### src/rtl/cnn_accel_pkg.sv
// Shared types and helpers for the CNN accelerator tile address generators.
// Holds the FSM state encoding, default feature-map geometry and the extent clip.
package cnn_accel_pkg;

  typedef enum logic [1:0] {
    IDLE  = 2'd0,
    SETUP = 2'd1,
    ISSUE = 2'd2,
    DONE  = 2'd3
  } tile_state_e;

  localparam int PKG_M      = 256;
  localparam int PKG_R      = 128;
  localparam int PKG_C      = 128;
  localparam int CH_STRIDE  = PKG_R * PKG_C;
  localparam int ROW_STRIDE = PKG_C;

  // Number of elements a tile covers along one axis once clipped at the map edge.
  function automatic logic [31:0] min_ext(input logic [31:0] limit,
                                          input logic [31:0] base,
                                          input logic [31:0] tile);
    if (base >= limit) begin
      return '0;
    end else if ((limit - base) < tile) begin
      return limit - base;
    end else begin
      return tile;
    end
  endfunction

endpackage

### src/rtl/in_fm_tile_rd_gen_if.sv
// DMA read-request channel: valid/ready handshake carrying a burst address and length.
interface in_fm_tile_rd_gen_if #(
  parameter int AW = 16,
  parameter int LW = 8
);
  logic          rd_req_valid;
  logic          rd_req_ready;
  logic [AW-1:0] rd_req_addr;
  logic [LW-1:0] rd_req_len;

  modport master (
    output rd_req_valid,
    output rd_req_addr,
    output rd_req_len,
    input  rd_req_ready
  );

  modport slave (
    input  rd_req_valid,
    input  rd_req_addr,
    input  rd_req_len,
    output rd_req_ready
  );
endinterface

### src/rtl/tile_extent_calc.sv
// Combinational clip of a tile against the feature-map bounds plus its first word address.
// Shared between the input-tile read generator and the output-tile store generator.
module tile_extent_calc
  import cnn_accel_pkg::*;
#(
  parameter int AW      = 16,
  parameter int LW      = 8,
  parameter int M       = PKG_M,
  parameter int R       = PKG_R,
  parameter int C       = PKG_C,
  parameter int Tm      = 16,
  parameter int Tr      = 64,
  parameter int Tc      = 16,
  parameter int FM_BASE = 0
) (
  input  logic [AW-1:0] base_m_i,
  input  logic [AW-1:0] base_row_i,
  input  logic [AW-1:0] base_col_i,
  output logic [AW-1:0] ch_ext_o,
  output logic [AW-1:0] row_ext_o,
  output logic [LW-1:0] len_o,
  output logic [AW-1:0] start_addr_o
);

  assign ch_ext_o  = AW'(min_ext(32'(M), 32'(base_m_i),   32'(Tm)));
  assign row_ext_o = AW'(min_ext(32'(R), 32'(base_row_i), 32'(Tr)));
  assign len_o     = LW'(min_ext(32'(C), 32'(base_col_i), 32'(Tc)));

  // Everything is evaluated at AW bits so the address wraps modulo 2^AW.
  assign start_addr_o = AW'(FM_BASE) + base_m_i * AW'(R * C)
                      + base_row_i * AW'(C) + base_col_i;

endmodule

### src/rtl/in_fm_tile_rd_gen.sv
// Issues one DDR burst read per (channel, row) of an input-feature-map tile,
// channel-major with rows inner, using stride accumulators only.
module in_fm_tile_rd_gen
  import cnn_accel_pkg::*;
#(
  parameter int AW      = 16,
  parameter int LW      = 8,
  parameter int M       = PKG_M,
  parameter int R       = PKG_R,
  parameter int C       = PKG_C,
  parameter int Tm      = 16,
  parameter int Tr      = 64,
  parameter int Tc      = 16,
  parameter int FM_BASE = 0
) (
  input  logic              clk,
  input  logic              rst,
  input  logic              start,
  input  logic [AW-1:0]     tile_base_m,
  input  logic [AW-1:0]     tile_base_row,
  input  logic [AW-1:0]     tile_base_col,
  in_fm_tile_rd_gen_if.master rd,
  output logic              busy,
  output logic              done
);

  localparam logic [AW-1:0] CH_STEP  = AW'(R * C);
  localparam logic [AW-1:0] ROW_STEP = AW'(C);
  localparam logic [AW-1:0] ONE      = AW'(1);

  tile_state_e   state_q, state_d;
  logic          start_q, start_d;
  logic          valid_q, valid_d;
  logic [AW-1:0] addr_q, addr_d;
  logic [LW-1:0] len_q, len_d;
  logic [AW-1:0] chan_base_q, chan_base_d;
  logic [AW-1:0] row_cnt_q, row_cnt_d;
  logic [AW-1:0] ch_cnt_q, ch_cnt_d;
  logic [AW-1:0] row_ext_q, row_ext_d;
  logic [AW-1:0] ch_ext_q, ch_ext_d;

  logic [AW-1:0] ext_ch, ext_row, ext_addr;
  logic [LW-1:0] ext_len;

  tile_extent_calc #(
    .AW(AW), .LW(LW), .M(M), .R(R), .C(C),
    .Tm(Tm), .Tr(Tr), .Tc(Tc), .FM_BASE(FM_BASE)
  ) u_extent (
    .base_m_i     (tile_base_m),
    .base_row_i   (tile_base_row),
    .base_col_i   (tile_base_col),
    .ch_ext_o     (ext_ch),
    .row_ext_o    (ext_row),
    .len_o        (ext_len),
    .start_addr_o (ext_addr)
  );

  always_ff @(posedge clk or posedge rst) begin
    if (rst) begin
      state_q     <= IDLE;
      start_q     <= 1'b0;
      valid_q     <= 1'b0;
      addr_q      <= '0;
      len_q       <= '0;
      chan_base_q <= '0;
      row_cnt_q   <= '0;
      ch_cnt_q    <= '0;
      row_ext_q   <= '0;
      ch_ext_q    <= '0;
    end else begin
      state_q     <= state_d;
      start_q     <= start_d;
      valid_q     <= valid_d;
      addr_q      <= addr_d;
      len_q       <= len_d;
      chan_base_q <= chan_base_d;
      row_cnt_q   <= row_cnt_d;
      ch_cnt_q    <= ch_cnt_d;
      row_ext_q   <= row_ext_d;
      ch_ext_q    <= ch_ext_d;
    end
  end

  always_comb begin
    state_d     = state_q;
    valid_d     = valid_q;
    addr_d      = addr_q;
    len_d       = len_q;
    chan_base_d = chan_base_q;
    row_cnt_d   = row_cnt_q;
    ch_cnt_d    = ch_cnt_q;
    row_ext_d   = row_ext_q;
    ch_ext_d    = ch_ext_q;
    // start is registered once and only while idle, so pulses in any other state are dropped
    start_d     = start && (state_q == IDLE) && !start_q;

    unique case (state_q)
      IDLE: begin
        if (start_q) state_d = SETUP;
      end
      SETUP: begin
        ch_ext_d    = ext_ch;
        row_ext_d   = ext_row;
        len_d       = ext_len;
        addr_d      = ext_addr;
        chan_base_d = ext_addr;
        row_cnt_d   = '0;
        ch_cnt_d    = '0;
        if (ext_ch != '0 && ext_row != '0 && ext_len != '0) begin
          state_d = ISSUE;
          valid_d = 1'b1;
        end else begin
          state_d = DONE;
        end
      end
      ISSUE: begin
        if (valid_q && rd.rd_req_ready) begin
          if (row_cnt_q + ONE == row_ext_q) begin
            row_cnt_d = '0;
            if (ch_cnt_q + ONE == ch_ext_q) begin
              valid_d = 1'b0;
              state_d = DONE;
            end else begin
              ch_cnt_d    = ch_cnt_q + ONE;
              chan_base_d = chan_base_q + CH_STEP;
              addr_d      = chan_base_q + CH_STEP;
            end
          end else begin
            row_cnt_d = row_cnt_q + ONE;
            addr_d    = addr_q + ROW_STEP;
          end
        end
      end
      DONE: begin
        state_d = IDLE;
      end
      default: begin
        state_d = IDLE;
      end
    endcase
  end

  assign rd.rd_req_valid = valid_q;
  assign rd.rd_req_addr  = addr_q;
  assign rd.rd_req_len   = len_q;
  assign busy            = start_q || (state_q != IDLE);
  assign done            = (state_q == DONE);

endmodule

### src/flat_wrapper.sv
// flat-port wrapper written by rule: the top's interface ports become plain ports
module in_fm_tile_rd_gen_flat import cnn_accel_pkg::*;
#(
  parameter int AW      = 16,
  parameter int LW      = 8,
  parameter int M       = PKG_M,
  parameter int R       = PKG_R,
  parameter int C       = PKG_C,
  parameter int Tm      = 16,
  parameter int Tr      = 64,
  parameter int Tc      = 16,
  parameter int FM_BASE = 0
)
  (clk, rst, start, tile_base_m, tile_base_row, tile_base_col, busy, done, rd_rd_req_valid, rd_rd_req_addr, rd_rd_req_len, rd_rd_req_ready);
  in_fm_tile_rd_gen_if #(.AW(AW), .LW(LW)) rd_i ();
  input  logic clk;
  input  logic rst;
  input  logic start;
  input  logic [AW-1:0] tile_base_m;
  input  logic [AW-1:0] tile_base_row;
  input  logic [AW-1:0] tile_base_col;
  output logic busy;
  output logic done;
  output wire logic [$bits(rd_i.rd_req_valid)-1:0] rd_rd_req_valid;
  output wire logic [$bits(rd_i.rd_req_addr)-1:0] rd_rd_req_addr;
  output wire logic [$bits(rd_i.rd_req_len)-1:0] rd_rd_req_len;
  input wire logic [$bits(rd_i.rd_req_ready)-1:0] rd_rd_req_ready;
  assign rd_rd_req_valid = rd_i.rd_req_valid;
  assign rd_rd_req_addr = rd_i.rd_req_addr;
  assign rd_rd_req_len = rd_i.rd_req_len;
  assign rd_i.rd_req_ready = rd_rd_req_ready;
  in_fm_tile_rd_gen #(.AW(AW), .LW(LW), .M(M), .R(R), .C(C), .Tm(Tm), .Tr(Tr), .Tc(Tc), .FM_BASE(FM_BASE)) u_core (.clk(clk), .rst(rst), .start(start), .tile_base_m(tile_base_m), .tile_base_row(tile_base_row), .tile_base_col(tile_base_col), .rd(rd_i), .busy(busy), .done(done));
endmodule
### config.mk
export PLATFORM = sky130hd
export DESIGN_NAME = in_fm_tile_rd_gen_flat
export DESIGN_NICKNAME = d
export VERILOG_FILES = /design/src/rtl/cnn_accel_pkg.sv /design/src/rtl/in_fm_tile_rd_gen_if.sv /design/src/rtl/tile_extent_calc.sv /design/src/rtl/in_fm_tile_rd_gen.sv /design/src/flat_wrapper.sv
export SDC_FILE = /design/constraint.sdc
export NUM_CORES = 1
export LEC_CHECK = 0
export BUFFER_PORTS_ARGS = -buffer_cell sky130_fd_sc_hd__buf_2
export CAP_MARGIN = 0
export CORE_ASPECT_RATIO = 1.1
export CORE_MARGIN = 2
export CORE_UTILIZATION = 35
export CTS_BUF_LIST = sky130_fd_sc_hd__clkbuf_8
export DETAILED_ROUTE_END_ITERATION = 6
export PLACE_DENSITY_LB_ADDON = 0.12
export SLEW_MARGIN = 30
export SYNTH_ARGS = -nofsm -noshare
export SYNTH_HDL_FRONTEND = slang
export SYNTH_SLANG_ARGS = --single-unit
### constraint.sdc
create_clock -name clk -period 9.2 [get_ports clk]
set_input_delay 0.46 -clock clk [delete_from_list [all_inputs] [get_ports clk]]
set_output_delay 0.46 -clock clk [all_outputs]
set_load 0.01 [all_outputs]
==> out/qor.yml, run 1 <==
status: "complete, no violations"
ys_seq_area_share_pct: 34.5
p_leak_nw: 3.67
place_congestion: 0.891
ctsHoldBuffers: 0
cts_resized: 0
dpl_worst_slack_ns: 5.35
clock_sinks: 108
path_delay_family: "simple AND/OR/NAND/NOR gates"
grt.total_usage_pct: 19.0
max-cap-violations: 0
nets: 1025
synth_edf_count: 0
fin_total_pwr_w: 0.00198
drt-wirelength-per-cell_um: 17.8
syn-mean-instance-area_um2: 8.66
design.core.area_um2: 22000
synth_nets: 984
die_x_um: 147
grt_pass1_vias: 6599
yosys.area_share.simple_pct: 24.1
synth-xor-area-share_pct: 6.81
multi_input_area_um2: 4690
drt-pass1-iter-count: 7
drt-vias-per-instance: 5.55
post_cts_buffers: 0
worstPathMaxFanout: 10
cpPeakStageDelay_ns: 0.61
ys_warn_count: 0
cts_tree: "done"
worst-setup-path-type: "reg -> reg"
n_fill_cell: 2243
worstPathRequired_ns: 9.49
holdWs_ns: 0.197
max_freq_ghz: 0.252
antenna_left: 0
h-tree-depth: 3
clk_pin_slew_ns: 0.11
cts.path.max_buffers: 2
synth_seq_cells: 108
synthAdderAreaFrac_pct: 4.63
antenna_found_initial: 0
grt.overflow.total: 0
n_antenna_cell: 0
num_io_pins: 79
port_buffers: 78
area.growth.synth_to_final_pct: 9.85
num_vias: 6921
synth_most_common_cell: "dfrtp_1"
synth.area.top_cells: "dfrtp_1 34%, xnor2_1 4.1%, ha_1 4.0%, nand2_1 3.7%, o21ai_0 2.8%"
seq_area_um2: 2700
cpMaxStageDelayCell: "or2_1"
syn-cell-area_um2: 7840
synth-compound-area-share_pct: 21.3
r2r_slack_ns: 5.23
rsz0062_at_grt: "false"
synth_top_cell_area_share_pct: 34.5
worstSkewPairLatency_ns: 0.41
finClkSkew_ns: 0.0206
drc: 0
period_minus_slack_ns: 3.97
slew_headroom_pct: 35.6
slew_violations: 0
synth_top_area_cell: "dfrtp_1"
synth_commonest_cells: "108 x dfrtp_1, 77 x nand2_1, 50 x inv_1"
dp_hpwl_um: 15700
rows: 57
initial_core_util_pct: 35.6
syn-instance-count: 905
synth_mux_area_share_pct: 2.94
cp-end-kind: "register"
worst_slew_pin_slew_ns: 0.965
ys_async_sr_fraction_pct: 100
p_per_area_nw_per_um2: 230
fp.dieH_um: 161
cp-start-kind: "register"
cp.arrival_ns: 4.26
grt_pass1_wl_um: 36200
ys_types: 95
setup_viol: 0
hold_class: "in -> async"
synth_flop_cell: "dfrtp_1"
routed_wirelength_um: 22100
setup_tns_ns: 0
grt_max_degree: 65
setup_slack_ns: 5.23
path_cells: "ha_1 -> and4_1 -> nand4_1 -> xnor2_1 -> nor4_1 -> o2111ai_1 -> or2_1 -> o311a_1 -> a221o_1"
hold_viol_final: 0
irDropWorstVdd_mv: 0.188
cts_buffers: 9
cts-root-buf: "clkbuf_8"
drt_iter0_drc: 525
die_area_um2: 23600
drive_gt1_share_pct: 14.9
synth_top_family_by_area: "simple AND/OR/NAND/NOR gates"
fin_crit_sh_pct: 43.2
crit_buf_inv: 0
cell families after synthesis:
| logic type | count (synthesis) |
|---|---|
| compound gates | 233 |
| xor+xnor | 61 |
| fa+ha+maj | 28 |
| buf+inv | 108 |
| flops | 108 |
| mux | 22 |
| simple gates | 345 |
per-layer routing:
metal / global-route usage [%] / vias up / part of all wire [%] / wire length, um
met2: 29.8 / 162 / 45 / 9880
li1: - / 3409 / - / -
met1: 27.4 / 3327 / 50 / 11000
met3: 2.71 / 23 / 4.0 / 882
met4: 5.74 / 0 / 1.5 / 338
met5: 0 / - / 0 / 0
state kept, by name (all words and copies together), names as in the netlist:
register / flops
u_core.ch_cnt_q: 16
u_core.ch_ext_q: 16
u_core.chan_base_q: 16
u_core.rd.rd_req_addr: 16
u_core.rd.rd_req_len: 8
u_core.rd.rd_req_valid: 1
u_core.row_cnt_q: 16
u_core.row_ext_q: 16
u_core.start_q: 1
u_core.state_q: 2
path summary, 6_finish.rpt:
| check | to | from | depth (start not counted) |
|---|---|---|---|
| max in group asynchronous | u_core.row_cnt_q[2] | rst | 3 |
| setup reg to reg | u_core.ch_cnt_q[11] | u_core.row_cnt_q[0] | 9 |
| setup / recovery | u_core.ch_cnt_q[11] | u_core.row_cnt_q[0] | 9 |
| hold / removal | u_core.ch_cnt_q[5] | rst | 2 |
| min in group clk | u_core.start_q | start | 3 |
| hold reg to reg | u_core.chan_base_q[10] | u_core.chan_base_q[10] | 1 |
report_power, final:
part / internal [W] / switching [W] / total [W]
Combinational: 0.000354 / 0.000649 / 0.00100
Clock: 0.000114 / 0.000192 / 0.000306
Sequential: 0.000568 / 0.000108 / 0.000675
Total: 0.00104 / 0.000948 / 0.00198
per-stage QoR:
step | cell area (um2) | std cells | utilization, %
after detailed placement | 8420 | 1230 | 38.2
after global routing | 8610 | 1246 | 39.1
final | 8610 | 1246 | 39.1
after global placement | 8410 | 1229 | 38.1
after CTS | 8610 | 1246 | 39.1
after floorplan | 7840 | 905 | -
cell usage in the layout, fill, tap and decap left out, types with 8 or more instances in the layout:
| cell type | synthesis | layout |
|---|---|---|
| dfrtp_1 | 108 | 108 |
| buf_2 | 13 | 78 |
| nand2_1 | 77 | 77 |
| inv_1 | 50 | 49 |
| nor2_1 | 46 | 46 |
| o21ai_0 | 44 | 44 |
| nor3_1 | 38 | 38 |
| xnor2_1 | 37 | 37 |
| a21oi_1 | 37 | 37 |
| nor2b_1 | 30 | 30 |
| nand3_1 | 29 | 29 |
| xor2_1 | 24 | 24 |
| ha_1 | 25 | 23 |
| nand4_1 | 19 | 19 |
| mux2i_1 | 17 | 17 |
| nor4_1 | 16 | 16 |
| o22ai_1 | 16 | 16 |
| a31oi_1 | 16 | 16 |
| a22o_1 | 15 | 15 |
| nand2b_1 | 13 | 13 |
| and3_1 | 12 | 12 |
| clkbuf_8 | 0 | 10 |
| and4_1 | 8 | 8 |
| o211ai_1 | 8 | 8 |
| buf_4 | 2 | 8 |
final cells by class:
type / instances / area share (%)
clock inverter: 6 / 0.668
inverter: 51 / 2.25
sequential: 108 / 31.4
clock buffer: 10 / 1.60
timing repair buffer: 87 / 5.36
multi-input combinational: 689 / 54.5
tap: 295 / 4.29
Power figures use the tool's default switching activity.
==> run 2: changes to the inputs <==
==> constraint.sdc (replaced) <==
create_clock -name clk -period 3.85 [get_ports clk]
set_input_delay 0.1925 -clock clk [delete_from_list [all_inputs] [get_ports clk]]
set_output_delay 0.1925 -clock clk [all_outputs]
set_load 0.01 [all_outputs]
==> out/qor.yml, run 2 (same netlist as run 1, synthesis figures left out) <==
status: "complete, no violations"
grt.overflow.total: 0
clk_pin_slew_ns: 0.13
cp-start-kind: "register"
grt_pass1_vias: 6623
clkPwrFrac_pct: 15.4
final_common_cell: "dfrtp_1"
die_x_um: 147
p_comb_share_pct: 51.1
drt-wirelength-per-cell_um: 17.6
period_minus_slack_ns: 3.66
worstSkewPairLatency_ns: 0.41
antenna_found_initial: 0
drt-pass1-iter-count: 5
place_congestion: 0.883
grt_pass1_wl_um: 36400
antenna_left: 0
final_cells: 1262
num_vias: 6891
power.switching_w: 0.00228
cts-root-buf: "clkbuf_8"
slew_headroom_pct: 36.6
fin_crit_sh_pct: 95.1
n_fill_cell: 2253
cts_resized: 0
setup_slack_ns: 0.188
post_cts_buffers: 0
routed_wirelength_um: 22200
p_leak_nw: 3.76
worstPathRequired_ns: 4.15
design.core.area_um2: 22000
area.growth.synth_to_final_pct: 11.6
clock_sinks: 108
cts_tree: "done"
hold_viol_final: 0
seq_power_share_pct: 33.5
cp-end-kind: "register"
cts_buffers: 9
h-tree-depth: 3
seq_area_um2: 2700
dp_cells: 1244
drive_gt1_share_pct: 16.1
swShare_pct: 47.3
setup_tns_ns: 0
path_cells: "ha_1 -> and4_1 -> nand4_1 -> xnor2_1 -> nor4_1 -> o2111ai_2 -> or4_4 -> and2_4 -> mux2_4"
die_area_um2: 23600
nets: 1041
worstPathMaxFanout: 9
p_int_w: 0.00254
cts.path.max_buffers: 2
dp_hpwl_um: 16100
grt.total_usage_pct: 19.2
fp.dieH_um: 161
drt_iter0_drc: 466
drt-vias-per-instance: 5.46
p_per_area_nw_per_um2: 551
final_cell_mix: "108 x dfrtp_1, 78 x buf_2, 77 x nand2_1, 49 x inv_1, 46 x nor2_1"
initial_core_util_pct: 35.6
rows: 57
n_antenna_cell: 0
stdcell_area_um2: 8750
max_freq_ghz: 0.273
irDropWorstVdd_mv: 0.284
max-cap-violations: 0
setup_viol: 0
num_io_pins: 79
worst-setup-path-type: "reg -> reg"
multi_input_area_um2: 4690
final_util_pct: 39.7
worst_slew_pin_slew_ns: 0.952
placed_cell_area_um2: 8530
slew_violations: 0
hold_class: "in -> reg"
cpPeakStageDelay_ns: 0.66
finClkSkew_ns: 0.0212
drc: 0
grt_max_degree: 63
rsz0062_at_grt: "false"
dpl_worst_slack_ns: 0.215
cp.arrival_ns: 3.96
ctsHoldBuffers: 2
port_buffers: 78
cpMaxStageDelayCell: "or4_4"
==> run 2: cell types whose count changed in the layout (fill, tap and decap cells not counted), sizes merged <==
cell	change
dlygate4sd3	+2
buf	+14
clkinv	+1
inv	-1
==> run 2: path summary, 6_finish.rpt <==
| check | start | end | slack (ns) | cells past startpoint |
|---|---|---|---|---|
| worst min-delay path | tile_base_col[1] | u_core.chan_base_q[1] | 0.07 | 3 |
| worst min register to register | u_core.chan_base_q[9] | u_core.chan_base_q[9] | 0.49 | 2 |
| max in group asynchronous | rst | u_core.row_ext_q[4] | 2.62 | 4 |
| worst max-delay path | u_core.row_cnt_q[0] | u_core.rd.rd_req_addr[15] | 0.19 | 9 |
| min in group asynchronous | rst | u_core.ch_ext_q[7] | 0.49 | 3 |
| worst max register to register | u_core.row_cnt_q[0] | u_core.rd.rd_req_addr[15] | 0.19 | 9 |
==> run 2: worst max-delay path: cells and delay by family (launching register included) <==
kind	cells	cell delay, ns
adder cells (fa/ha/maj)	1	0.35
XOR/XNOR	1	0.18
flip-flops	1	0.49
multiplexers	1	0.29
AO/OA/AOI/OAI	1	0.32
AND/OR/NAND/NOR	5	1.92
==> run 2: layer usage <==
layer / share of wire [%] / global-route usage (%) / wire length (um)
met2: 44 / 29.4 / 9760
met5: 0 / 0 / 0
met3: 3.8 / 1.84 / 837
met1: 50 / 28.1 / 11000
met4: 2.3 / 7.02 / 520
==> run 2: power by group through the flow <==
stage          Combinational (W)  Clock, W  Sequential, W
6_report                 0.00246  0.000741        0.00162
3_5_place_dp             0.00248         0        0.00164
3_3_place_gp             0.00247         0        0.00164
4_1_cts                  0.00249  0.000767        0.00161
5_1_grt                  0.00273  0.000812        0.00166
2_1_floorplan            0.00175         0        0.00157
==> run 2: per-stage QoR <==
stage	total power (W)	hold WS [ns]
after global routing	0.00520	0.0583
after detailed placement	0.00411	0.411
final	0.00482	0.0654
after floorplan	0.00332	0.299
after global placement	0.00411	0.403
after CTS	0.00487	0.0464
==> run 2: layout make-up <==
class	instances	area share (%)
Multi-Input combinational cell	689	53.6
Sequential cell	108	30.9
Timing Repair Buffer	103	6.80
Tap cell	295	4.22
Inverter	51	2.22
Clock buffer	10	1.57
Clock inverter	6	0.715
